[config.mk]
export PLATFORM = sky130hd
export DESIGN_NAME = eco_patch_unit
export DESIGN_NICKNAME = d
export VERILOG_FILES = /design/src/rtl/eco_patch_unit.sv
export SDC_FILE = /design/constraint.sdc
export NUM_CORES = 1
export LEC_CHECK = 0
export BUFFER_PORTS_ARGS = -buffer_cell sky130_fd_sc_hd__buf_4
export CORE_ASPECT_RATIO = 1.2
export CORE_MARGIN = 2
export CORE_UTILIZATION = 64
export CTS_CLUSTER_SIZE = 14
export DETAILED_ROUTE_END_ITERATION = 10
export PLACE_DENSITY = 0.86
export RECOVER_POWER = 25
export SYNTH_ARGS = -nofsm -noshare
export SYNTH_HDL_FRONTEND = slang
export SYNTH_SLANG_ARGS = --single-unit
export TNS_END_PERCENT = 100
[constraint.sdc]
create_clock -name clk -period 4 [get_ports clk]
set_clock_uncertainty 0.15 [all_clocks]
set_input_delay 0 -clock clk [delete_from_list [all_inputs] [get_ports clk]]
set_output_delay 0 -clock clk [all_outputs]
set_load 0.05 [all_outputs]
[src/rtl/eco_patch_unit.sv]
// eco_patch_unit
// Programmable ECO patch stage. Up to NP product terms over the operand
// vector v = {a, b} are evaluated against an active configuration bank; the
// OR of the target masks of all firing terms is XORed onto base_y. Terms are
// staged in a shadow bank and copied to the active bank atomically on commit.
//
// Ports:
//   clk, rst            clock, synchronous active-high reset
//   in_valid, a, b      operand vector and its valid
//   base_y              unpatched function output
//   out_valid, y        patched output, fixed latency 2
//   cfg_valid/cfg_idx/cfg_care/cfg_match/cfg_target/cfg_en
//                       shadow-entry write
//   cfg_commit          copy shadow bank into active bank
//   cfg_ready           low for the one cycle after an accepted commit
//   hit, hit_clr        sticky per-entry fire flags and their clear
module eco_patch_unit #(
  parameter int W  = 4,
  parameter int OW = 4,
  parameter int NP = 4,
  localparam int IW = (NP > 1) ? $clog2(NP) : 1
) (
  input  logic            clk,
  input  logic            rst,
  input  logic            in_valid,
  input  logic [W-1:0]    a,
  input  logic [W-1:0]    b,
  input  logic [OW-1:0]   base_y,
  output logic            out_valid,
  output logic [OW-1:0]   y,
  input  logic            cfg_valid,
  output logic            cfg_ready,
  input  logic [IW-1:0]   cfg_idx,
  input  logic [2*W-1:0]  cfg_care,
  input  logic [2*W-1:0]  cfg_match,
  input  logic [OW-1:0]   cfg_target,
  input  logic            cfg_en,
  input  logic            cfg_commit,
  output logic [NP-1:0]   hit,
  input  logic            hit_clr
);

  // configuration banks
  logic [NP-1:0]                sh_en_q,    sh_en_d;
  logic [NP-1:0][2*W-1:0]       sh_care_q,  sh_care_d;
  logic [NP-1:0][2*W-1:0]       sh_match_q, sh_match_d;
  logic [NP-1:0][OW-1:0]        sh_tgt_q,   sh_tgt_d;
  logic [NP-1:0]                ac_en_q,    ac_en_d;
  logic [NP-1:0][2*W-1:0]       ac_care_q,  ac_care_d;
  logic [NP-1:0][2*W-1:0]       ac_match_q, ac_match_d;
  logic [NP-1:0][OW-1:0]        ac_tgt_q,   ac_tgt_d;
  logic                         cfg_ready_q, cfg_ready_d;

  // pipeline
  logic                         s1_valid_q;
  logic [OW-1:0]                s1_base_q;
  logic [NP-1:0]                s1_fire_q;
  logic [OW-1:0]                s1_mask_q;
  logic                         s2_valid_q;
  logic [OW-1:0]                s2_y_q, s2_y_d;
  logic [NP-1:0]                hit_q, hit_d;

  logic [2*W-1:0]               v;
  logic [NP-1:0]                fire_d;
  logic [OW-1:0]                mask_d;
  logic                         idx_ok;
  logic                         wr_acc;
  logic                         commit_acc;

  assign v          = {a, b};
  assign idx_ok     = (32'(cfg_idx) < 32'(NP));
  assign wr_acc     = cfg_valid && cfg_ready_q && idx_ok;
  assign commit_acc = cfg_commit && cfg_ready_q;

  // Term evaluation against the active bank as it stands this cycle.
  // The target mask is resolved here too, so a commit landing while a
  // vector sits in stage 1 cannot retarget that vector.
  always_comb begin
    fire_d = '0;
    mask_d = '0;
    for (int i = 0; i < NP; i++) begin
      fire_d[i] = ac_en_q[i] && (((v ^ ac_match_q[i]) & ac_care_q[i]) == '0);
      if (fire_d[i]) begin
        mask_d = mask_d | ac_tgt_q[i];
      end
    end
  end

  // Shadow write first; the commit copies the post-write shadow so a
  // same-cycle write is included in the committed bank.
  always_comb begin
    sh_en_d    = sh_en_q;
    sh_care_d  = sh_care_q;
    sh_match_d = sh_match_q;
    sh_tgt_d   = sh_tgt_q;
    if (wr_acc) begin
      sh_en_d[cfg_idx]    = cfg_en;
      sh_care_d[cfg_idx]  = cfg_care;
      sh_match_d[cfg_idx] = cfg_match;
      sh_tgt_d[cfg_idx]   = cfg_target;
    end
  end

  always_comb begin
    ac_en_d    = ac_en_q;
    ac_care_d  = ac_care_q;
    ac_match_d = ac_match_q;
    ac_tgt_d   = ac_tgt_q;
    if (commit_acc) begin
      ac_en_d    = sh_en_d;
      ac_care_d  = sh_care_d;
      ac_match_d = sh_match_d;
      ac_tgt_d   = sh_tgt_d;
    end
  end

  // One-cycle stall after every accepted commit.
  assign cfg_ready_d = !commit_acc;

  // A new fire overrides a same-cycle clear.
  assign hit_d = (hit_clr ? '0 : hit_q) | (in_valid ? fire_d : '0);

  // y holds its last value through bubbles.
  assign s2_y_d = s1_valid_q ? (s1_base_q ^ s1_mask_q) : s2_y_q;

  always_ff @(posedge clk) begin
    if (rst) begin
      sh_en_q     <= '0;
      sh_care_q   <= '0;
      sh_match_q  <= '0;
      sh_tgt_q    <= '0;
      ac_en_q     <= '0;
      ac_care_q   <= '0;
      ac_match_q  <= '0;
      ac_tgt_q    <= '0;
      cfg_ready_q <= 1'b1;
      s1_valid_q  <= 1'b0;
      s1_base_q   <= '0;
      s1_fire_q   <= '0;
      s1_mask_q   <= '0;
      s2_valid_q  <= 1'b0;
      s2_y_q      <= '0;
      hit_q       <= '0;
    end else begin
      sh_en_q     <= sh_en_d;
      sh_care_q   <= sh_care_d;
      sh_match_q  <= sh_match_d;
      sh_tgt_q    <= sh_tgt_d;
      ac_en_q     <= ac_en_d;
      ac_care_q   <= ac_care_d;
      ac_match_q  <= ac_match_d;
      ac_tgt_q    <= ac_tgt_d;
      cfg_ready_q <= cfg_ready_d;
      s1_valid_q  <= in_valid;
      s1_base_q   <= base_y;
      s1_fire_q   <= fire_d;
      s1_mask_q   <= mask_d;
      s2_valid_q  <= s1_valid_q;
      s2_y_q      <= s2_y_d;
      hit_q       <= hit_d;
    end
  end

  assign out_valid = s2_valid_q;
  assign y         = s2_y_q;
  assign cfg_ready = cfg_ready_q;
  assign hit       = hit_q;

  // Fire bits are carried for observability alongside the resolved mask.
  logic unused_fire;
  assign unused_fire = ^s1_fire_q;

endmodule

==> results of run 1 <==
worst max-delay path, stage by stage, from the launching register on:
cell,delay (ps)
dfxtp_1,340
nand2_1,160
nor2_1,60
nand2_1,60
clkbuf_1,1350
mux2i_1,310
a211oi_1,330
state kept, by name, summed over array words and instances, names as in the netlist, 4 cells and up:
register    cells
hit             4
ac_match_q     32
ac_tgt_q       16
sh_en_q         4
y               4
ac_care_q      32
s1_base_q       4
s1_mask_q       4
sh_match_q     32
sh_care_q      32
ac_en_q         4
sh_tgt_q       16
cells in the mapped netlist, drive strengths merged:
library cell | n | share of area [%]
dfxtp | 187 | 55
nor2 | 178 | 9.8
a211oi | 88 | 9.7
mux2i | 84 | 12
clkbuf | 32 | 1.8
xor2 | 32 | 4.1
buf | 17 | 1.4
a22oi | 11 | 1.2
nand3 | 8 | 0.59
a32oi | 7 | 0.90
nor2b | 6 | 0.55
a31oi | 4 | 0.37
nand2 | 4 | 0.22
xnor2 | 4 | 0.51
inv | 3 | 0.17
a221oi | 2 | 0.26
a222oi | 2 | 0.29
and3 | 2 | 0.18
and4 | 2 | 0.26
a21boi | 1 | 0.11
and2 | 1 | 0.092
nand2b | 1 | 0.092
nand4 | 1 | 0.092
nor3 | 1 | 0.15
final cells by class:
type,count,share of cell area (%)
sequential,187,46.7
multi-input combinational,439,35.7
timing repair buffer,84,8.32
clock buffer,20,5.70
tap,129,2.01
clock inverter,11,1.50
inverter,3,0.140
report_power, final:
part,leakage [nW],total [mW],internal (mW),switching (mW)
clock network,0.278,1.64,0.948,0.693
logic,1.67,0.415,0.162,0.254
registers,1.53,2.01,1.96,0.0503
cells by family after synthesis:
kind of cell,share of synthesized area [%]
XOR/XNOR,4.62
multiplexers,12.3
AO/OA/AOI/OAI,12.8
AND/OR/NAND/NOR,12.0
flip-flops,54.9
buffers and inverters,3.34
routing by layer:
metal,GRT usage (%),routed length [um]
met1,35.5,6790
met3,6.18,900
met5,0,0
met4,9.59,244
met2,49.1,7830
worst paths after layout:
check,start,to,cells after the start
hold / removal,cfg_commit,ac_match_q[31],4
setup / recovery,cfg_ready,ac_care_q[19],6
setup reg to reg,cfg_ready,ac_care_q[19],6
hold reg to reg,y[2],y[2],2
through the flow:
step | utilization [%] | hold WS, ps
2_1_floorplan | - | -21.8
3_3_place_gp | 69.0 | 69.3
3_5_place_dp | 69.0 | 76.9
4_1_cts | 77.0 | 10.1
5_1_grt | 76.6 | 27.0
6_report | 76.6 | 16.6
repair_timing:
| item | in CTS | in global routing |
|---|---|---|
| setup endpoints to repair | 0 | 0 |
| hold buffers | 27 | 0 |
| endpoints found under the hold margin | 177 | 0 |
==> flow_summary.yaml, run 1 <==
finish:
  most-common-layout-cells: "187 x dfxtp_1, 178 x nor2_1, 88 x a211oi_1, 84 x mux2i_1, 44 x buf_4"
  post_route_cells_drive_above_1_share_pct: 10.5
  multiInputGateArea_mm2: 0.00286
  antenna-diode-count: 0
  finish.net_count: 773
  most_frequent_standard_cell_in_the_layout_excluding_fill_and_tap_cells: "dfxtp_1"
  post_layout_nonfiller_instances: 873
  layout.area.seq_mm2: 0.00374
  fin_area_mm2: 0.00802
  area_growth_syn_to_layout_pct: 17.6
  fillerInstances: 674
place:
  gpl.final_weighted_congestion: 0.838
  dp_hpwl_mm: 9.38
  preCtsSetupSlack_ps: 1910
  place.detailed.instances: 815
  placed_cell_area_mm2: 0.00722
  io_buffers: 50
logic_synthesis:
  syn-cell-area_mm2: 0.00682
  ys_seq_area_share_pct: 54.9
  ys_ff_latch: 187
  synth.net_count: 719
  netlist-cell-type-count: 26
  synthesis.instances: 678
  syn-mean-instance-area_um2: 10.1
  synth.yosys.warnings: 0
detailed_routing:
  first_iter_violations: 384
  drt-total-wl_mm: 15.8
  drt_pre_antenna_iters: 7
  routed_via_density: 5.90
  antenna_violating_nets_remaining: 0
  drt_drc_violations_left: 0
  avgRoutedWirePerCell_um: 18.1
  vias: 5148
worst_setup_path:
  start_kind: "flip-flop"
  reg2reg_setup_slack_ps: 1090
  critPathCaptureType: "flip-flop"
  worst_setup_path_category: "reg2reg"
  crit_arrival_ps: 3060
  critPathRequiredTime_ps: 4150
  path_max_fanout: 21
power:
  static_leakage_nw: 3.48
  worst_ir_drop_vdd_uv: 307
  power.total_mw: 4.06
  power-per-cell-area_mw_per_mm2: 507
global_routing:
  grt_first_pass_wirelength_mm: 25.4
  antenna_found_initial: 0
  grt_start_max_net_pins: 140
  all_layer_gr_usage_pct: 28.3
  first_global_vias: 5030
  globalRoute.totalOverflow: 0
sta:
  endpoints_failing_hold: 0
  postLayoutSetupSlackWorst_ps: 1090
  drv_slew: 123
  worst_slew_pin_slew_ps: 1960
  max-slew-margin-rel_pct: -30.7
  period_needed_ps: 2910
  rsz_0062_raised_after_global_routing: "false"
  finalCritPeriodShare_pct: 72.8
  fin_tns_setup_ps: 0
  max_freq_mhz: 343
  finalSetupViolCount: 0
floorplan:
  die_width_um: 98.2
  initial_utilization_pct: 65.2
  floorplan.die_area_mm2: 0.0115
  floorplan.io_pins: 51
  floorplan.die.height_um: 117
  core.rowCount: 41
  fp.coreArea_mm2: 0.0105
outcome:
  run_status: "finished with violations"
  violations: "max-capacitance violations, max-slew violations"
clocking:
  cts_setup_buffers: 0
  clock-root-buffer: "clkbuf_16"
  htreeDepth: 4
  worst_setup_hold_path_clk_slew_ps: 70
  tritoncts.num_buffers: 17
  tritoncts_num_sinks: 187
  cts_repair_resize_count: 0
  cts_tree: "done"
  clk_path_buf_depth: 2
  worstSkewPairLatency_ps: 420
job:
  cap_violations: 2
hold_path:
  holdCritPathClass: "in2reg"
Power figures use the tool's default switching activity.
==> run 2, diff against run 1 <==
CORE_UTILIZATION = 53   (was 64)
PLACE_DENSITY = 0.76   (was 0.86)
clock period = 2.4 ns   (was 4 ns; I/O delays follow)
==> flow_summary.yaml, run 2 (synthesized netlist as in run 1, its figures left out) <==
outcome:
  run_status: "completed"
sta:
  rsz_0062_raised_after_global_routing: "false"
  endpoints_failing_hold: 0
  max-slew-margin-rel_pct: 36.0
  period_needed_ps: 2210
  finalSetupViolCount: 0
  worst_slew_pin_slew_ps: 960
  max_freq_mhz: 453
  fin_tns_setup_ps: 0
  finalCritPeriodShare_pct: 92.1
  drv_slew: 0
finish:
  post_route_cells_drive_above_1_share_pct: 10.5
  antenna-diode-count: 0
  finish.net_count: 783
  area_growth_syn_to_layout_pct: 19.8
  fillerInstances: 1007
  most-common-layout-cells: "187 x dfxtp_1, 178 x nor2_1, 88 x a211oi_1, 84 x mux2i_1, 44 x buf_4"
  final_util_pct: 64.8
  most_frequent_standard_cell_in_the_layout_excluding_fill_and_tap_cells: "dfxtp_1"
worst_setup_path:
  start_kind: "flip-flop"
  path_max_fanout: 5
  critPathRequiredTime_ps: 2610
  crit_arrival_ps: 2420
  crit_chain: "xor2_1 > a222oi_1 > and4_1 > a22oi_1 > nor2_1 > dlygate4sd3_1"
  critPathCaptureType: "flip-flop"
  worst_setup_path_category: "reg2reg"
  slowest_delay_ps: 560
  critical_path.slowest_cell: "dlygate4sd3_1"
detailed_routing:
  first_iter_violations: 294
  vias: 5060
  drt_pre_antenna_iters: 5
  routed_via_density: 5.52
  antenna_violating_nets_remaining: 0
  drt_drc_violations_left: 0
  drt-total-wl_mm: 15.3
  avgRoutedWirePerCell_um: 16.7
floorplan:
  core.rowCount: 45
  floorplan.die_area_mm2: 0.0138
  fp.coreArea_mm2: 0.0126
  floorplan.die.height_um: 128
  floorplan.io_pins: 51
  initial_utilization_pct: 54.1
  die_width_um: 108
global_routing:
  grt_first_pass_wirelength_mm: 24.5
  all_layer_gr_usage_pct: 22.9
  grt_start_max_net_pins: 89
  first_global_vias: 4806
  globalRoute.totalOverflow: 0
  antenna_found_initial: 0
clocking:
  cts_tree: "done"
  clock-root-buffer: "clkbuf_16"
  worst_setup_hold_path_clk_slew_ps: 70
  htreeDepth: 4
  worstSkewPairLatency_ps: 420
  clk_path_buf_depth: 2
  tritoncts.num_buffers: 17
  tritoncts_num_sinks: 187
hold_path:
  holdCritPathClass: "in2reg"
job:
  cap_violations: 0
power:
  power-per-cell-area_mw_per_mm2: 824
  static_leakage_nw: 3.53
  worst_ir_drop_vdd_uv: 436
place:
  dp_hpwl_mm: 9.70
  io_buffers: 50
  gpl.final_weighted_congestion: 0.775
## run 2: worst paths after layout
path	slack [ps]	end	from	cells past startpoint
max	190	hit[2]	ac_match_q[18]	6
min	80	sh_match_q[16]	cfg_idx[1]	5
max reg2reg	190	hit[2]	ac_match_q[18]	6
min reg2reg	340	y[0]	y[0]	2
## run 2: power breakdown
group / total (mW) / switching (mW) / internal, mW
combinational: 0.702 / 0.420 / 0.282
sequential: 3.35 / 0.0827 / 3.26
clock: 2.69 / 1.14 / 1.55
## run 2: critical path: cells and delay by family, from the launching register on
family	cells	cell delay, ps
AO/OA/AOI/OAI	2	440
buffers and inverters	1	560
AND/OR/NAND/NOR	2	520
flip-flops	1	320
XOR/XNOR	1	160
## run 2: what timing repair did
item / in CTS / in global routing
hold buffers: 33 / 0
hold endpoints to repair: 180 / 0
resized for setup: 0 / 0
setup buffers: 0 / 0
## run 2: final cells by class
cell class / instances / area [um2] / share of cell area (%)
Sequential cell: 187 / 3740 / 45.8
Multi-Input combinational cell: 439 / 2860 / 34.9
Timing Repair Buffer: 94 / 792 / 9.69
Clock buffer: 20 / 447 / 5.46
Tap cell: 164 / 205 / 2.51
Clock inverter: 10 / 119 / 1.45
Inverter: 3 / 11.3 / 0.138
## run 2: layer usage
metal	wire [um]	global-route usage, %	vias up
li1	-	-	2496
met1	7010	30.4	2398
met2	7380	37.6	148
met3	721	4.83	18
met4	213	7.01	0
met5	0	0	-
## run 2: per-stage QoR
| stage | hold slack [ps] | area [um2] | cells | worst slack [ps] | total power [mW] |
|---|---|---|---|---|---|
| finish | 81.0 | 8170 | 917 | 190 | 6.74 |
| global route | 113 | 8170 | 917 | 57.9 | 6.97 |
| CTS | 25.5 | 8220 | 917 | 232 | 6.77 |
| detailed placement | 64.1 | 7330 | 854 | 537 | 4.07 |
| global placement | 71.6 | 7330 | 854 | 486 | 4.04 |
| floorplan | -21.8 | 6820 | 678 | 559 | 3.83 |
